===== config.mk =====
export PLATFORM = sky130hd
export DESIGN_NAME = axi4lite_slave_regs
export DESIGN_NICKNAME = d
export VERILOG_FILES = /design/src/rtl/axi4lite_slave_regs.sv
export SDC_FILE = /design/constraint.sdc
export NUM_CORES = 1
export LEC_CHECK = 0
export BUFFER_PORTS_ARGS = -buffer_cell sky130_fd_sc_hd__buf_2
export CAP_MARGIN = 20
export CELL_PAD_IN_SITES_DETAIL_PLACEMENT = 0
export CELL_PAD_IN_SITES_GLOBAL_PLACEMENT = 2
export CORE_UTILIZATION = 38
export DETAILED_ROUTE_END_ITERATION = 8
export PLACE_DENSITY_LB_ADDON = 0.1
export SYNTH_ARGS = -nofsm -noshare
export SYNTH_HDL_FRONTEND = slang
export SYNTH_SLANG_ARGS = --single-unit

===== constraint.sdc =====
create_clock -name sysclk -period 2.75 [get_ports sysclk]
set_input_delay 0.275 -clock sysclk [delete_from_list [all_inputs] [get_ports sysclk]]
set_output_delay 0.275 -clock sysclk [all_outputs]
set_load 0.1 [all_outputs]

===== src/rtl/axi4lite_slave_regs.sv =====
// -----------------------------------------------------------------------------
// axi4lite_slave_regs
//
// AXI4-Lite responder holding NUM_REGS 32-bit registers. reg0 is exported on
// ctrl_out, and its bit 0 drives led. The write channel (AW/W/B) and the read
// channel (AR/R) each run their own small FSM, allow one outstanding
// transaction, and never block each other.
//
// Write FSM:
//   state      | meaning
//   W_IDLE     | accepting AW and W, either order or together
//   W_HAVE_AW  | address held, waiting for write data
//   W_HAVE_W   | data/strobes held, waiting for write address
//   W_RESP     | write committed, B response presented until bready
//
// Read FSM:
//   state      | meaning
//   R_IDLE     | accepting AR
//   R_DATA     | R response presented until rready
//
// Ports:
//   sysclk, rst              clock (rising edge), synchronous active-high reset
//   s_aw*, s_w*, s_b*        AXI4-Lite write address / data / response
//   s_ar*, s_r*              AXI4-Lite read address / data
//   ctrl_out                 current value of reg0
//   led                      reg0[0]
//
// Every ready/valid/response output comes straight from a flop. Readies are
// derived from the next FSM state so they are already correct on the cycle
// after any handshake.
// -----------------------------------------------------------------------------
module axi4lite_slave_regs #(
    parameter int ADDR_WIDTH = 5,
    parameter int DATA_WIDTH = 32,
    parameter int NUM_REGS   = 4
) (
    input  logic                      sysclk,
    input  logic                      rst,

    input  logic [ADDR_WIDTH-1:0]     s_awaddr,
    input  logic                      s_awvalid,
    output logic                      s_awready,

    input  logic [DATA_WIDTH-1:0]     s_wdata,
    input  logic [DATA_WIDTH/8-1:0]   s_wstrb,
    input  logic                      s_wvalid,
    output logic                      s_wready,

    output logic [1:0]                s_bresp,
    output logic                      s_bvalid,
    input  logic                      s_bready,

    input  logic [ADDR_WIDTH-1:0]     s_araddr,
    input  logic                      s_arvalid,
    output logic                      s_arready,

    output logic [DATA_WIDTH-1:0]     s_rdata,
    output logic [1:0]                s_rresp,
    output logic                      s_rvalid,
    input  logic                      s_rready,

    output logic [DATA_WIDTH-1:0]     ctrl_out,
    output logic                      led
);

    localparam int STRB_W = DATA_WIDTH / 8;
    localparam int IDX_W  = ADDR_WIDTH - 2;

    localparam logic [1:0] W_IDLE    = 2'd0;
    localparam logic [1:0] W_HAVE_AW = 2'd1;
    localparam logic [1:0] W_HAVE_W  = 2'd2;
    localparam logic [1:0] W_RESP    = 2'd3;

    localparam logic R_IDLE = 1'b0;
    localparam logic R_DATA = 1'b1;

    localparam logic [1:0] RESP_OKAY   = 2'b00;
    localparam logic [1:0] RESP_SLVERR = 2'b10;

    // ------------------------------------------------------------------
    // State
    // ------------------------------------------------------------------
    logic [DATA_WIDTH-1:0] regs_q [NUM_REGS];
    logic [DATA_WIDTH-1:0] regs_d [NUM_REGS];

    logic [1:0]            w_state_q, w_state_d;
    logic [IDX_W-1:0]      aw_idx_q, aw_idx_d;
    logic [DATA_WIDTH-1:0] wdata_q, wdata_d;
    logic [STRB_W-1:0]     wstrb_q, wstrb_d;
    logic                  awready_q, awready_d;
    logic                  wready_q, wready_d;
    logic                  bvalid_q, bvalid_d;
    logic [1:0]            bresp_q, bresp_d;

    logic                  r_state_q, r_state_d;
    logic                  arready_q, arready_d;
    logic                  rvalid_q, rvalid_d;
    logic [DATA_WIDTH-1:0] rdata_q, rdata_d;
    logic [1:0]            rresp_q, rresp_d;

    // Byte-offset bits never select anything; unaligned accesses hit the
    // containing word.
    logic unused_addr_lsbs;
    assign unused_addr_lsbs = ^{s_awaddr[1:0], s_araddr[1:0]};

    // ------------------------------------------------------------------
    // Write channel
    // ------------------------------------------------------------------
    logic                  aw_hs, w_hs, b_hs;
    logic                  commit;
    logic [IDX_W-1:0]      commit_idx;
    logic [DATA_WIDTH-1:0] commit_data;
    logic [STRB_W-1:0]     commit_strb;
    logic                  commit_ok;

    assign aw_hs = s_awvalid & awready_q;
    assign w_hs  = s_wvalid  & wready_q;
    assign b_hs  = bvalid_q  & s_bready;

    // Whichever half arrived earlier comes from the holding flops; the half
    // arriving on the commit edge comes straight from the bus.
    assign commit_idx  = (w_state_q == W_HAVE_AW) ? aw_idx_q : s_awaddr[ADDR_WIDTH-1:2];
    assign commit_data = (w_state_q == W_HAVE_W)  ? wdata_q  : s_wdata;
    assign commit_strb = (w_state_q == W_HAVE_W)  ? wstrb_q  : s_wstrb;
    assign commit_ok   = (int'(commit_idx) < NUM_REGS);

    always_comb begin
        w_state_d = w_state_q;
        commit    = 1'b0;
        case (w_state_q)
            W_IDLE: begin
                if (aw_hs && w_hs) begin
                    w_state_d = W_RESP;
                    commit    = 1'b1;
                end else if (aw_hs) begin
                    w_state_d = W_HAVE_AW;
                end else if (w_hs) begin
                    w_state_d = W_HAVE_W;
                end
            end
            W_HAVE_AW: begin
                if (w_hs) begin
                    w_state_d = W_RESP;
                    commit    = 1'b1;
                end
            end
            W_HAVE_W: begin
                if (aw_hs) begin
                    w_state_d = W_RESP;
                    commit    = 1'b1;
                end
            end
            W_RESP: begin
                if (b_hs) begin
                    w_state_d = W_IDLE;
                end
            end
            default: w_state_d = W_IDLE;
        endcase
    end

    always_comb begin
        aw_idx_d  = aw_hs ? s_awaddr[ADDR_WIDTH-1:2] : aw_idx_q;
        wdata_d   = w_hs  ? s_wdata : wdata_q;
        wstrb_d   = w_hs  ? s_wstrb : wstrb_q;

        awready_d = (w_state_d == W_IDLE) || (w_state_d == W_HAVE_W);
        wready_d  = (w_state_d == W_IDLE) || (w_state_d == W_HAVE_AW);
        bvalid_d  = (w_state_d == W_RESP);
        bresp_d   = bresp_q;
        if (commit) begin
            bresp_d = commit_ok ? RESP_OKAY : RESP_SLVERR;
        end
    end

    // Byte-lane merge into the addressed register; out-of-range writes
    // leave every register untouched.
    always_comb begin
        for (int r = 0; r < NUM_REGS; r++) begin
            regs_d[r] = regs_q[r];
        end
        if (commit && commit_ok) begin
            for (int r = 0; r < NUM_REGS; r++) begin
                if (int'(commit_idx) == r) begin
                    for (int b = 0; b < STRB_W; b++) begin
                        if (commit_strb[b]) begin
                            regs_d[r][8*b +: 8] = commit_data[8*b +: 8];
                        end
                    end
                end
            end
        end
    end

    // ------------------------------------------------------------------
    // Read channel
    // ------------------------------------------------------------------
    logic                  ar_hs, r_hs;
    logic [IDX_W-1:0]      rd_idx;
    logic                  rd_ok;
    logic [DATA_WIDTH-1:0] rd_word;

    assign ar_hs  = s_arvalid & arready_q;
    assign r_hs   = rvalid_q  & s_rready;
    assign rd_idx = s_araddr[ADDR_WIDTH-1:2];
    assign rd_ok  = (int'(rd_idx) < NUM_REGS);

    // Reads sample regs_q, so a read handshaking on the commit edge of a
    // write to the same register returns the pre-write value.
    always_comb begin
        rd_word = '0;
        for (int r = 0; r < NUM_REGS; r++) begin
            if (int'(rd_idx) == r) begin
                rd_word = regs_q[r];
            end
        end
    end

    always_comb begin
        r_state_d = r_state_q;
        rdata_d   = rdata_q;
        rresp_d   = rresp_q;
        case (r_state_q)
            R_IDLE: begin
                if (ar_hs) begin
                    r_state_d = R_DATA;
                    rdata_d   = rd_ok ? rd_word : '0;
                    rresp_d   = rd_ok ? RESP_OKAY : RESP_SLVERR;
                end
            end
            R_DATA: begin
                if (r_hs) begin
                    r_state_d = R_IDLE;
                end
            end
            default: r_state_d = R_IDLE;
        endcase
        arready_d = (r_state_d == R_IDLE);
        rvalid_d  = (r_state_d == R_DATA);
    end

    // ------------------------------------------------------------------
    // Registers
    // ------------------------------------------------------------------
    always_ff @(posedge sysclk) begin
        if (rst) begin
            for (int r = 0; r < NUM_REGS; r++) begin
                regs_q[r] <= '0;
            end
            w_state_q <= W_IDLE;
            aw_idx_q  <= '0;
            wdata_q   <= '0;
            wstrb_q   <= '0;
            awready_q <= 1'b0;
            wready_q  <= 1'b0;
            bvalid_q  <= 1'b0;
            bresp_q   <= RESP_OKAY;
            r_state_q <= R_IDLE;
            arready_q <= 1'b0;
            rvalid_q  <= 1'b0;
            rdata_q   <= '0;
            rresp_q   <= RESP_OKAY;
        end else begin
            for (int r = 0; r < NUM_REGS; r++) begin
                regs_q[r] <= regs_d[r];
            end
            w_state_q <= w_state_d;
            aw_idx_q  <= aw_idx_d;
            wdata_q   <= wdata_d;
            wstrb_q   <= wstrb_d;
            awready_q <= awready_d;
            wready_q  <= wready_d;
            bvalid_q  <= bvalid_d;
            bresp_q   <= bresp_d;
            r_state_q <= r_state_d;
            arready_q <= arready_d;
            rvalid_q  <= rvalid_d;
            rdata_q   <= rdata_d;
            rresp_q   <= rresp_d;
        end
    end

    // ------------------------------------------------------------------
    // Outputs
    // ------------------------------------------------------------------
    assign s_awready = awready_q;
    assign s_wready  = wready_q;
    assign s_bvalid  = bvalid_q;
    assign s_bresp   = bresp_q;
    assign s_arready = arready_q;
    assign s_rvalid  = rvalid_q;
    assign s_rdata   = rdata_q;
    assign s_rresp   = rresp_q;
    assign ctrl_out  = regs_q[0];
    assign led       = regs_q[0][0];

endmodule


==> impl_metrics.py <==
metrics = {
    "run_status": {
        "status": "complete, no violations",
    },
    "sta": {
        "finalHoldViolations": 0,
        "finClkSkew_ns": 0.01010,
        "min_period_over_period_pct": 87.70,
        "slew_headroom_pct": 54.13,
        "period_minus_slack_ns": 2.412,
        "setup_tns_ns": 0,
        "finalMaxSlewViolations": 0,
        "fmax_ghz": 0.4146,
        "tightest_slew_ns": 0.6881,
        "setup_ws_ns": 0.3381,
        "setup_viol": 0,
        "rsz0062_at_grt": "false",
    },
    "placement": {
        "place_hpwl_um": 15470,
        "preCtsSetupSlack_ns": 0.3297,
        "io_buffer_count": 120,
        "routabilityCongestion": 0.6623,
        "place_area_um2": 10840,
    },
    "final_layout": {
        "fin_util_pct": 45.21,
        "antenna_cells": 0,
        "drive_above_1_share_pct": 36.06,
        "design_area_um2": 11780,
        "layout_commonest_cell": "dfxtp_1",
        "area_delta_synth_final_pct": 17.00,
        "fin_nets": 1063,
        "final_cell_mix": "dfxtp_1 (208), nand2_1 (141), nor2b_1 (130)",
    },
    "cts": {
        "htree_levels": 1,
        "cts_resized": 0,
        "cts_made_buffers": 25,
        "cts_tree": "done",
        "clkTransAtPathRegs_ns": 0.06,
        "cts_setup_buffers": 0,
        "insertion_delay_ns": 0.51,
        "clock_path_buffers": 3,
        "hold_buffers": 11,
        "clock-sinks": 208,
        "root_buffer": "clkbuf_16",
    },
    "setup_path": {
        "rrSetupSlack_ns": 0.34,
        "r2r_start": "w_state_q[0]$_SDFF_PP0_",
        "cp.required_ns": 3.14,
        "start_kind": "register",
        "crit_type": "register to register",
        "crit_arrival_ns": 2.80,
        "path_max_fanout": 8,
        "worstRegToRegCells": 5,
        "crit_path_end_kind": "register",
        "r2r-end": "regs_q[0][8]$_SDFFE_PP0P_",
    },
    "floorplanning": {
        "dieWidth_um": 164.8,
        "start_util_pct": 38.64,
        "die_h_um": 164.8,
        "fp-row-count": 59,
        "ios": 127,
        "core_um2": 26060,
        "die-area_um2": 27150,
    },
    "global_routing": {
        "grt_usage_pct": 18.42,
        "grt_pass1_vias": 6616,
        "grt_pass1_wl_um": 38520,
        "antenna_found_initial": 0,
        "grt_max_degree": 55,
        "overflow": 0,
    },
    "synthesis": {
        "synth.top_cell.area_share_pct": 41.36,
        "syn_area_um2": 10070,
        "ys_ff_latch": 208,
        "yosys.area.top_type": "dfxtp_1",
        "avgSynthCellArea_um2": 10.91,
        "seq_area_frac_synth_pct": 41.36,
        "yosysUniqueCellTypes": 33,
        "ys.warnings.count": 0,
        "synth.area.top_cells": "dfxtp_1 (41%), mux2_4 (19%), nor2b_1 (8.1%), mux4_2 (7.2%), nand2_1 (5.3%)",
        "synth_cells": 923,
    },
    "drt": {
        "viasPerCell": 4.924,
        "drt-initial-drc-count": 410,
        "drt_wl_total_um": 24790,
        "vias": 6701,
        "postRouteAntennaNets": 0,
        "wl_per_cell_um": 18.21,
        "drc": 0,
        "dr.pass1.iters": 4,
    },
    "worst_hold_path": {
        "min-delay-start": "s_wdata[12]",
        "hold_class": "input port to register",
        "worst_hold_path.endpoint": "wdata_q[12]$_SDFFE_PP0P_",
        "worstHoldPathCells": 3,
    },
    "job": {
        "maxCapViolCount": 0,
    },
    "power_and_ir_drop": {
        "p_comb_share_pct": 9.0,
        "p_per_area_nw_per_um2": 600.2,
        "switching_share_pct": 24.91,
        "ir_worst_vdd_mv": 0.3756,
        "power_mw": 7.070,
        "cellInternalPower_mw": 5.309,
        "switchingPower_mw": 1.761,
        "seqPwrFrac_pct": 43.7,
        "p_clk_share_pct": 47.3,
        "power.leakage_nw": 5.034,
    },
}
cells in the mapped netlist (all sizes together):
cell type	n
dfxtp	208
nand2	141
nor2b	131
mux2	130
a21oi	73
nor2	56
clkbuf	47
buf	43
a22oi	36
mux4	32
nand3	8
mux2i	4
a211oi	2
nand2b	2
nor3	2
and2	1
and4	1
conb	1
inv	1
o21ai	1
o22ai	1
or2	1
xor2	1
sequential cells by signal, summed over array words and instances (netlist names):
signal     cells
aw_idx_q       3
regs_q       128
s_arready      1
s_awready      1
s_bresp        1
s_bvalid       1
s_rdata       32
s_rresp        1
s_rvalid       1
s_wready       1
w_state_q      2
wdata_q       32
wstrb_q        4
metal layers:
metal | track usage [%] | up-vias | part of all wire [%]
li1 | - | 3298 | -
met1 | 26.68 | 3225 | 50
met2 | 28.93 | 151 | 45
met3 | 2.662 | 27 | 4.1
met4 | 3.753 | 0 | 1.2
met5 | 0 | - | 0
worst max-delay path, stage by stage, from the launching register on:
cell and delay (ns):
dfxtp_1 0.52, nand2b_1 0.31, o22ai_2 0.53, a22oi_4 0.27
nor2_8 0.33, mux2_4 0.33
metrics by stage:
| stage | hold slack [ns] | cells |
|---|---|---|
| after global placement | 0.4435 | 1307 |
| after detailed placement | 0.4473 | 1307 |
| final | 0.01962 | 1361 |
| after global routing | 0.01357 | 1361 |
| after CTS | 0.0002534 | 1361 |
| after floorplan | 0.4110 | 924 |
cells by family (layout without fill, tap and decap cells):
kind of cell,Yosys count,in the layout,synth area share (%)
simple gates,343,343,19.44
flops,208,208,41.36
mux,166,166,26.94
compound gates,113,113,7.382
buf+inv,91,193,4.759
other cells,1,2,0.03725
xor+xnor,1,1,0.08700
power groups by stage:
| stage | sequential, mW | combinational, mW | clock, mW |
|---|---|---|---|
| finish | 3.09 | 0.636 | 3.34 |
| global route | 3.09 | 0.685 | 3.56 |
| CTS | 3.09 | 0.646 | 3.42 |
| detailed placement | 3.16 | 0.633 | 0 |
| global placement | 3.16 | 0.635 | 0 |
| floorplan | 3.20 | 0.386 | 0 |
final cells by class:
| type | count | area (µm²) |
|---|---|---|
| inverter | 1 | 3.754 |
| tap | 335 | 419.2 |
| multi-input combinational | 625 | 5439 |
| clock inverter | 3 | 65.06 |
| fill | 2440 | 14280 |
| timing repair buffer | 149 | 927.1 |
| sequential | 208 | 4164 |
| clock buffer | 40 | 762.0 |
worst max-delay path by stage:
stage	start	to	slack, ns	depth (start not counted)
floorplan	s_awready$_SDFF_PP0_	regs_q[0][104]$_SDFFE_PP0P_	0.07	5
global placement	w_state_q[0]$_SDFF_PP0_	regs_q[0][7]$_SDFFE_PP0P_	0.35	5
detailed placement	w_state_q[1]$_SDFF_PP0_	regs_q[0][1]$_SDFFE_PP0P_	0.33	5
CTS	w_state_q[0]$_SDFF_PP0_	regs_q[0][1]$_SDFFE_PP0P_	0.32	5
global route	w_state_q[1]$_SDFF_PP0_	regs_q[0][46]$_SDFFE_PP0P_	0.23	5
finish	w_state_q[0]$_SDFF_PP0_	regs_q[0][8]$_SDFFE_PP0P_	0.34	5
(Power assumes the default switching activity.)
